--- src/rtl/dkong_dma.sv ---
// Simplified 8257-style two-channel DMA responder for the Donkey Kong main board.
// The CPU programs source (ch0) and destination (ch1) through the register window;
// each rising DRQ then takes the Z80 bus and copies count+1 bytes as read/write pairs.
module dkong_dma #(
    parameter int CNT_W    = 14,
    parameter bit AUTOLOAD = 1'b1
) (
    input  logic        I_CLK24M,
    input  logic        I_RESET_n,
    input  logic        I_CLK_EN,
    input  logic        I_CS_n,
    input  logic        I_RD_n,
    input  logic        I_WR_n,
    input  logic [3:0]  I_A,
    input  logic [7:0]  I_DB,
    output logic [7:0]  O_DB,
    input  logic        I_DRQ,
    output logic        O_BUSRQ_n,
    input  logic        I_BUSAK_n,
    output logic [15:0] O_AB,
    output logic [7:0]  O_DO,
    input  logic [7:0]  I_DI,
    output logic        O_RD_n,
    output logic        O_WR_n,
    output logic        O_BUSY,
    output logic        O_TC
);

    localparam logic [3:0] A_MODE = 4'h8;

    typedef enum logic [2:0] {
        S_IDLE,
        S_REQ,
        S_RD1,
        S_RD2,
        S_WR1,
        S_WR2,
        S_DONE
    } state_t;

    state_t r_state;
    state_t w_state_nxt;

    // programmed registers (CPU side)
    logic [15:0]      r_ch0_addr;
    logic [15:0]      r_ch0_cnt;
    logic [15:0]      r_ch1_addr;
    logic [15:0]      r_ch1_cnt;
    logic [7:0]       r_mode;
    logic             r_bptr;

    // strobe history and status
    logic             r_wr_n_d;
    logic             r_stat_rd;
    logic             r_tc_flag;
    logic             r_drq_d;

    // working copies used by a running transfer
    logic [15:0]      r_src;
    logic [15:0]      r_dst;
    logic [CNT_W-1:0] r_rem;
    logic [7:0]       r_data;

    logic             w_wr_stb;
    logic             w_stat_sel;
    logic             w_drq_rise;
    logic             w_start;
    logic             w_unused;

    // Replace one byte of a 16-bit register, selected by the byte pointer.
    function automatic logic [15:0] f_load_byte(input logic [15:0] cur,
                                                input logic        hi,
                                                input logic [7:0]  d);
        f_load_byte = hi ? {d, cur[7:0]} : {cur[15:8], d};
    endfunction

    // One register write per falling edge of the CPU write strobe.
    assign w_wr_stb   = !I_CS_n && !I_WR_n && r_wr_n_d;
    assign w_stat_sel = !I_CS_n && !I_RD_n && (I_A == A_MODE);
    assign w_drq_rise = I_DRQ && !r_drq_d;
    assign w_start    = (r_state == S_IDLE) && w_drq_rise && r_mode[0];

    // Status is the only readable location; everything else reads as zero.
    assign O_DB   = w_stat_sel ? {7'b0, r_tc_flag} : 8'h00;
    assign O_BUSY = (r_state != S_IDLE);

    // Stored-but-ignored register bits.
    assign w_unused = ^{r_mode[7:1], r_ch1_cnt, r_ch0_cnt};

    // Track CPU strobe history for write edge detection and end-of-status-read.
    always_ff @(posedge I_CLK24M or negedge I_RESET_n) begin
        if (!I_RESET_n) begin
            r_wr_n_d  <= 1'b1;
            r_stat_rd <= 1'b0;
        end else begin
            r_wr_n_d  <= I_WR_n;
            r_stat_rd <= w_stat_sel;
        end
    end

    // CPU-programmed registers, byte pointer and mode (cleared at TC when not autoloading).
    always_ff @(posedge I_CLK24M or negedge I_RESET_n) begin
        if (!I_RESET_n) begin
            r_ch0_addr <= 16'h0000;
            r_ch0_cnt  <= 16'h0000;
            r_ch1_addr <= 16'h0000;
            r_ch1_cnt  <= 16'h0000;
            r_mode     <= 8'h00;
            r_bptr     <= 1'b0;
        end else begin
            if (!AUTOLOAD && I_CLK_EN && (r_state == S_DONE)) begin
                r_mode[0] <= 1'b0;
            end
            if (w_wr_stb) begin
                case (I_A)
                    4'h0: begin
                        r_ch0_addr <= f_load_byte(r_ch0_addr, r_bptr, I_DB);
                        r_bptr     <= ~r_bptr;
                    end
                    4'h1: begin
                        r_ch0_cnt  <= f_load_byte(r_ch0_cnt, r_bptr, I_DB);
                        r_bptr     <= ~r_bptr;
                    end
                    4'h2: begin
                        r_ch1_addr <= f_load_byte(r_ch1_addr, r_bptr, I_DB);
                        r_bptr     <= ~r_bptr;
                    end
                    4'h3: begin
                        r_ch1_cnt  <= f_load_byte(r_ch1_cnt, r_bptr, I_DB);
                        r_bptr     <= ~r_bptr;
                    end
                    A_MODE: begin
                        r_mode     <= I_DB;
                        r_bptr     <= 1'b0;
                    end
                    default: ;
                endcase
            end
        end
    end

    // Terminal-count flag: set in DONE, cleared when a status read ends.
    always_ff @(posedge I_CLK24M or negedge I_RESET_n) begin
        if (!I_RESET_n) begin
            r_tc_flag <= 1'b0;
        end else if (I_CLK_EN && (r_state == S_DONE)) begin
            r_tc_flag <= 1'b1;
        end else if (r_stat_rd && I_RD_n) begin
            r_tc_flag <= 1'b0;
        end
    end

    // State register.
    always_ff @(posedge I_CLK24M or negedge I_RESET_n) begin
        if (!I_RESET_n) begin
            r_state <= S_IDLE;
        end else begin
            r_state <= w_state_nxt;
        end
    end

    // Next state and bus outputs; states only advance on clock enables.
    always_comb begin
        w_state_nxt = r_state;
        O_BUSRQ_n   = 1'b1;
        O_RD_n      = 1'b1;
        O_WR_n      = 1'b1;
        O_AB        = 16'h0000;
        O_DO        = 8'h00;
        O_TC        = 1'b0;
        case (r_state)
            S_IDLE: begin
                if (I_CLK_EN && w_start) w_state_nxt = S_REQ;
            end
            S_REQ: begin
                O_BUSRQ_n = 1'b0;
                if (I_CLK_EN && !I_BUSAK_n) w_state_nxt = S_RD1;
            end
            S_RD1: begin
                O_BUSRQ_n = 1'b0;
                O_AB      = r_src;
                O_RD_n    = 1'b0;
                if (I_CLK_EN) w_state_nxt = S_RD2;
            end
            S_RD2: begin
                O_BUSRQ_n = 1'b0;
                O_AB      = r_src;
                O_RD_n    = 1'b0;
                if (I_CLK_EN) w_state_nxt = S_WR1;
            end
            S_WR1: begin
                O_BUSRQ_n = 1'b0;
                O_AB      = r_dst;
                O_DO      = r_data;
                O_WR_n    = 1'b0;
                if (I_CLK_EN) w_state_nxt = S_WR2;
            end
            S_WR2: begin
                O_BUSRQ_n = 1'b0;
                O_AB      = r_dst;
                O_DO      = r_data;
                O_WR_n    = 1'b0;
                if (I_CLK_EN) w_state_nxt = (r_rem == '0) ? S_DONE : S_RD1;
            end
            S_DONE: begin
                O_TC = 1'b1;
                if (I_CLK_EN) w_state_nxt = S_IDLE;
            end
            default: w_state_nxt = S_IDLE;
        endcase
    end

    // Working copies: loaded at start, data latched leaving RD2, pointers stepped leaving WR2.
    always_ff @(posedge I_CLK24M or negedge I_RESET_n) begin
        if (!I_RESET_n) begin
            r_drq_d <= 1'b0;
            r_src   <= 16'h0000;
            r_dst   <= 16'h0000;
            r_rem   <= '0;
            r_data  <= 8'h00;
        end else if (I_CLK_EN) begin
            r_drq_d <= I_DRQ;
            case (r_state)
                S_IDLE: begin
                    if (w_start) begin
                        r_src <= r_ch0_addr;
                        r_dst <= r_ch1_addr;
                        r_rem <= r_ch0_cnt[CNT_W-1:0];
                    end
                end
                S_RD2: begin
                    r_data <= I_DI;
                end
                S_WR2: begin
                    r_src <= r_src + 16'd1;
                    r_dst <= r_dst + 16'd1;
                    if (r_rem != '0) r_rem <= r_rem - CNT_W'(1);
                end
                default: ;
            endcase
        end
    end

endmodule

--- config.mk ---
export PLATFORM = sky130hd
export DESIGN_NAME = dkong_dma
export DESIGN_NICKNAME = d
export VERILOG_FILES = /design/src/rtl/dkong_dma.sv
export SDC_FILE = /design/constraint.sdc
export NUM_CORES = 1
export LEC_CHECK = 0
export CAP_MARGIN = 20
export CORE_UTILIZATION = 48
export CTS_CLUSTER_DIAMETER = 200
export DETAILED_ROUTE_END_ITERATION = 8
export DONT_BUFFER_PORTS = 1
export PLACE_DENSITY = 0.7
export SYNTH_ARGS = -nofsm -noshare
export SYNTH_HDL_FRONTEND = slang
export SYNTH_SLANG_ARGS = --single-unit
--- constraint.sdc ---
create_clock -name I_CLK24M -period 3.1 [get_ports I_CLK24M]
set_input_delay 0.62 -clock I_CLK24M [delete_from_list [all_inputs] [get_ports I_CLK24M]]
set_output_delay 0.62 -clock I_CLK24M [all_outputs]
set_load 0.01 [all_outputs]
==> run metrics <==
Post-Syn Instances=570; Overall Global Routing Usage=24.4%; drt first-iter violations=582; Post-synth top cells=dfrtp_1, mux2_2, a21oi_1; met2 wire len=6740 um; count leader, synth=dfrtp_1; Power Total=5.12 mW; Max Used Layer=met4; CORE AREA=11,500 um^2; Initial Utilization=49.8%; Seq/Total Area, Yosys=47.6%; met3 routed WL=1240 um; hpwl dp=9760 um; Worst Max-Slew Pin Slew=0.799 ns; chip height=111 um; # clock sinks=109; switch share=36.8%; Post-synth ARST share=100%; Max Clk Rate=378 MHz; crit path capture type=output pin; Post-synth top flop=dfrtp_1; Yosys reg bits=109; first-pass GRT wire length=23,100 um; setup TNS=0 ns; failing checks=DRC, hold timing; fill cell count=1,008; count of input and output buffers=0; antenna violations before repair=0; Cell Area, Placed=5860 um^2; wire per inst=20.7 um; # diodes=0; Synth top area share=47.2%; Setup Skew=0.00528 ns; area leader, netlist=dfrtp_1; wirelength, routed=14,600 um; status=complete, but fails checks; Avg Cell Area, Syn=10.1 um^2; DRC viols=14; post-synth cell types=56; Max Slew Vio Count=0; Vias=4,566; Hold Crit Class=input pin to async pin; Final Cell Area=6180 um^2; P_leak=2.71 nW; Worst setup SP type=flop; Die Footprint=12,400 um^2; sequential share of power=44.1%; P_int=3.23 mW; synth-to-layout area growth=7.86%; clock latency on the worst-skew pair=0.36 ns; P_sw=1.88 mW; I/O pin cnt=65; Syn Std Cell Area=5730 um^2; Clock Power Share=24.9%; worst path arrival time=2.02 ns; min Tclk post-route=2.64 ns; max_cap viols=0; RR Startpoint=r_rem[0]; CTS resizes=0; vias in the first global route=4,175; WL met1=6460 um; crit path max fanout=16; root buffer cell=clkbuf_16; FF+latch area=2730 um^2; Multi-input gate area=2770 um^2; Reg clk slew, reported paths=0.07 ns; Hold Fails Final Rpt=108; RSZ-0062 raised after global routing=no; Req. time, crit path=2.48 ns; Die W=111 um; Final period util=85.3%; largest net degree at the start of global routing=110; Final setup viols=0; WS Path Type=flop to output pin; total grt overflow=0; Max-slew headroom=46.7%; Final GP Congestion=0.908; vias per cell=6.47; Antenna Nets Post-Route=0; CTS HTree Levels=3; # Post-CTS Setup Buffers=0; DRT Pass-1 Iters=9; CTS Buf Count=9; layout cells sized above 1=17.6%; Setup crit start=r_state[1]; PD cells=828 nW/um^2; CTS max path bufs=2; post-layout net count=590; row cnt=39; combinational group share of total power=31.0%; WHS=-0.0505 ns; largest cells by area after synthesis=dfrtp_1, mux2_2, a21oi_1, o21ai_0, nand2_1; Post-synth EDFFs=0; CTS tree=built; YS warnings=0; maximum VDD drop=0.326 mV
sequential cells by signal, summed over array words and instances, names as in the netlist:
| signal | cells |
|---|---|
| r_data | 8 |
| r_dst | 16 |
| r_ch0_addr | 16 |
| r_ch0_cnt | 14 |
| r_stat_rd | 1 |
| r_rem | 14 |
| r_wr_n_d | 1 |
| r_drq_d | 1 |
| r_state | 3 |
| r_bptr | 1 |
| r_ch1_addr | 16 |
| r_mode | 1 |
| r_src | 16 |
| r_tc_flag | 1 |
cells in the final DEF, fill, tap and decap left out, types with 5 or more instances in the layout:
master       n
nand2_1     41
and3_1      17
a21oi_1     42
buf_4       16
inv_1       15
nor3_1      11
o22ai_1     14
a31oi_1      6
dfrtp_1    108
nor4_1       6
or3_1        5
a2bb2oi_1   14
nor2_1      24
o31ai_1      6
nand4_1     11
conb_1       7
a22o_1      16
mux2_2      58
clkbuf_16    9
o21ai_0     38
nand3_1     21
cell families (layout without fill, tap and decap cells):
group / count (synthesis) / in the layout / synth area share [%]
AOI/OAI and AO/OA: 168 / 168 / 19.4
and+or+nand+nor: 168 / 168 / 15.8
DFF: 109 / 109 / 47.6
muxes: 60 / 60 / 11.7
buffers and inverters: 60 / 47 / 4.52
adders and majority gates: 4 / 4 / 0.873
other: 1 / 7 / 0.0654
worst max-delay path, stage by stage (launching register included):
cell and delay [ns]:
dfrtp_1 0.50, inv_1 0.28, nor2_1 0.15, buf_4 0.22, inv_1 0.17, o21ai_0 0.20
buf_4 0.15
final cells by class:
| class | instances | share of cell area (%) |
|---|---|---|
| clock inverter | 4 | 1.13 |
| inverter | 15 | 0.911 |
| clock buffer | 12 | 4.15 |
| multi-input combinational | 407 | 44.8 |
| sequential | 109 | 44.1 |
| timing repair buffer | 16 | 1.94 |
| tap | 143 | 2.89 |
path summary, 6_finish.rpt:
path | end | slack [ns] | cells after the start
hold reg to reg | r_rem[12] | 0.49 | 1
hold / removal | r_data[4] | -0.05 | 0
max in group asynchronous | r_wr_n_d | 2.91 | 0
setup reg to reg | r_rem[6] | 0.70 | 6
min in group I_CLK24M | r_wr_n_d | 0.26 | 0
setup / recovery | O_AB[4] | 0.46 | 6
power groups by stage:
stage / clock [mW] / sequential, mW / combinational, mW
5_1_grt: 1.34 / 2.31 / 1.73
4_1_cts: 1.29 / 2.24 / 1.57
3_5_place_dp: 0 / 2.26 / 1.57
2_1_floorplan: 0 / 2.09 / 1.30
6_report: 1.27 / 2.26 / 1.59
3_3_place_gp: 0 / 2.25 / 1.53
layer usage:
metal	GRT usage, %	vias up
met5	0	-
met4	6.22	0
met3	7.22	15
met2	37.3	193
met1	33.9	2246
li1	-	2112
per-stage QoR:
stage / cells / setup slack [ns] / utilization [%]
4_1_cts: 706 / 0.472 / 53.7
2_1_floorplan: 576 / 0.838 / -
3_5_place_dp: 690 / 0.717 / 50.8
3_3_place_gp: 690 / 0.799 / 50.8
5_1_grt: 706 / 0.273 / 53.7
6_report: 706 / 0.457 / 53.7
Power figures use the tool's default switching activity.
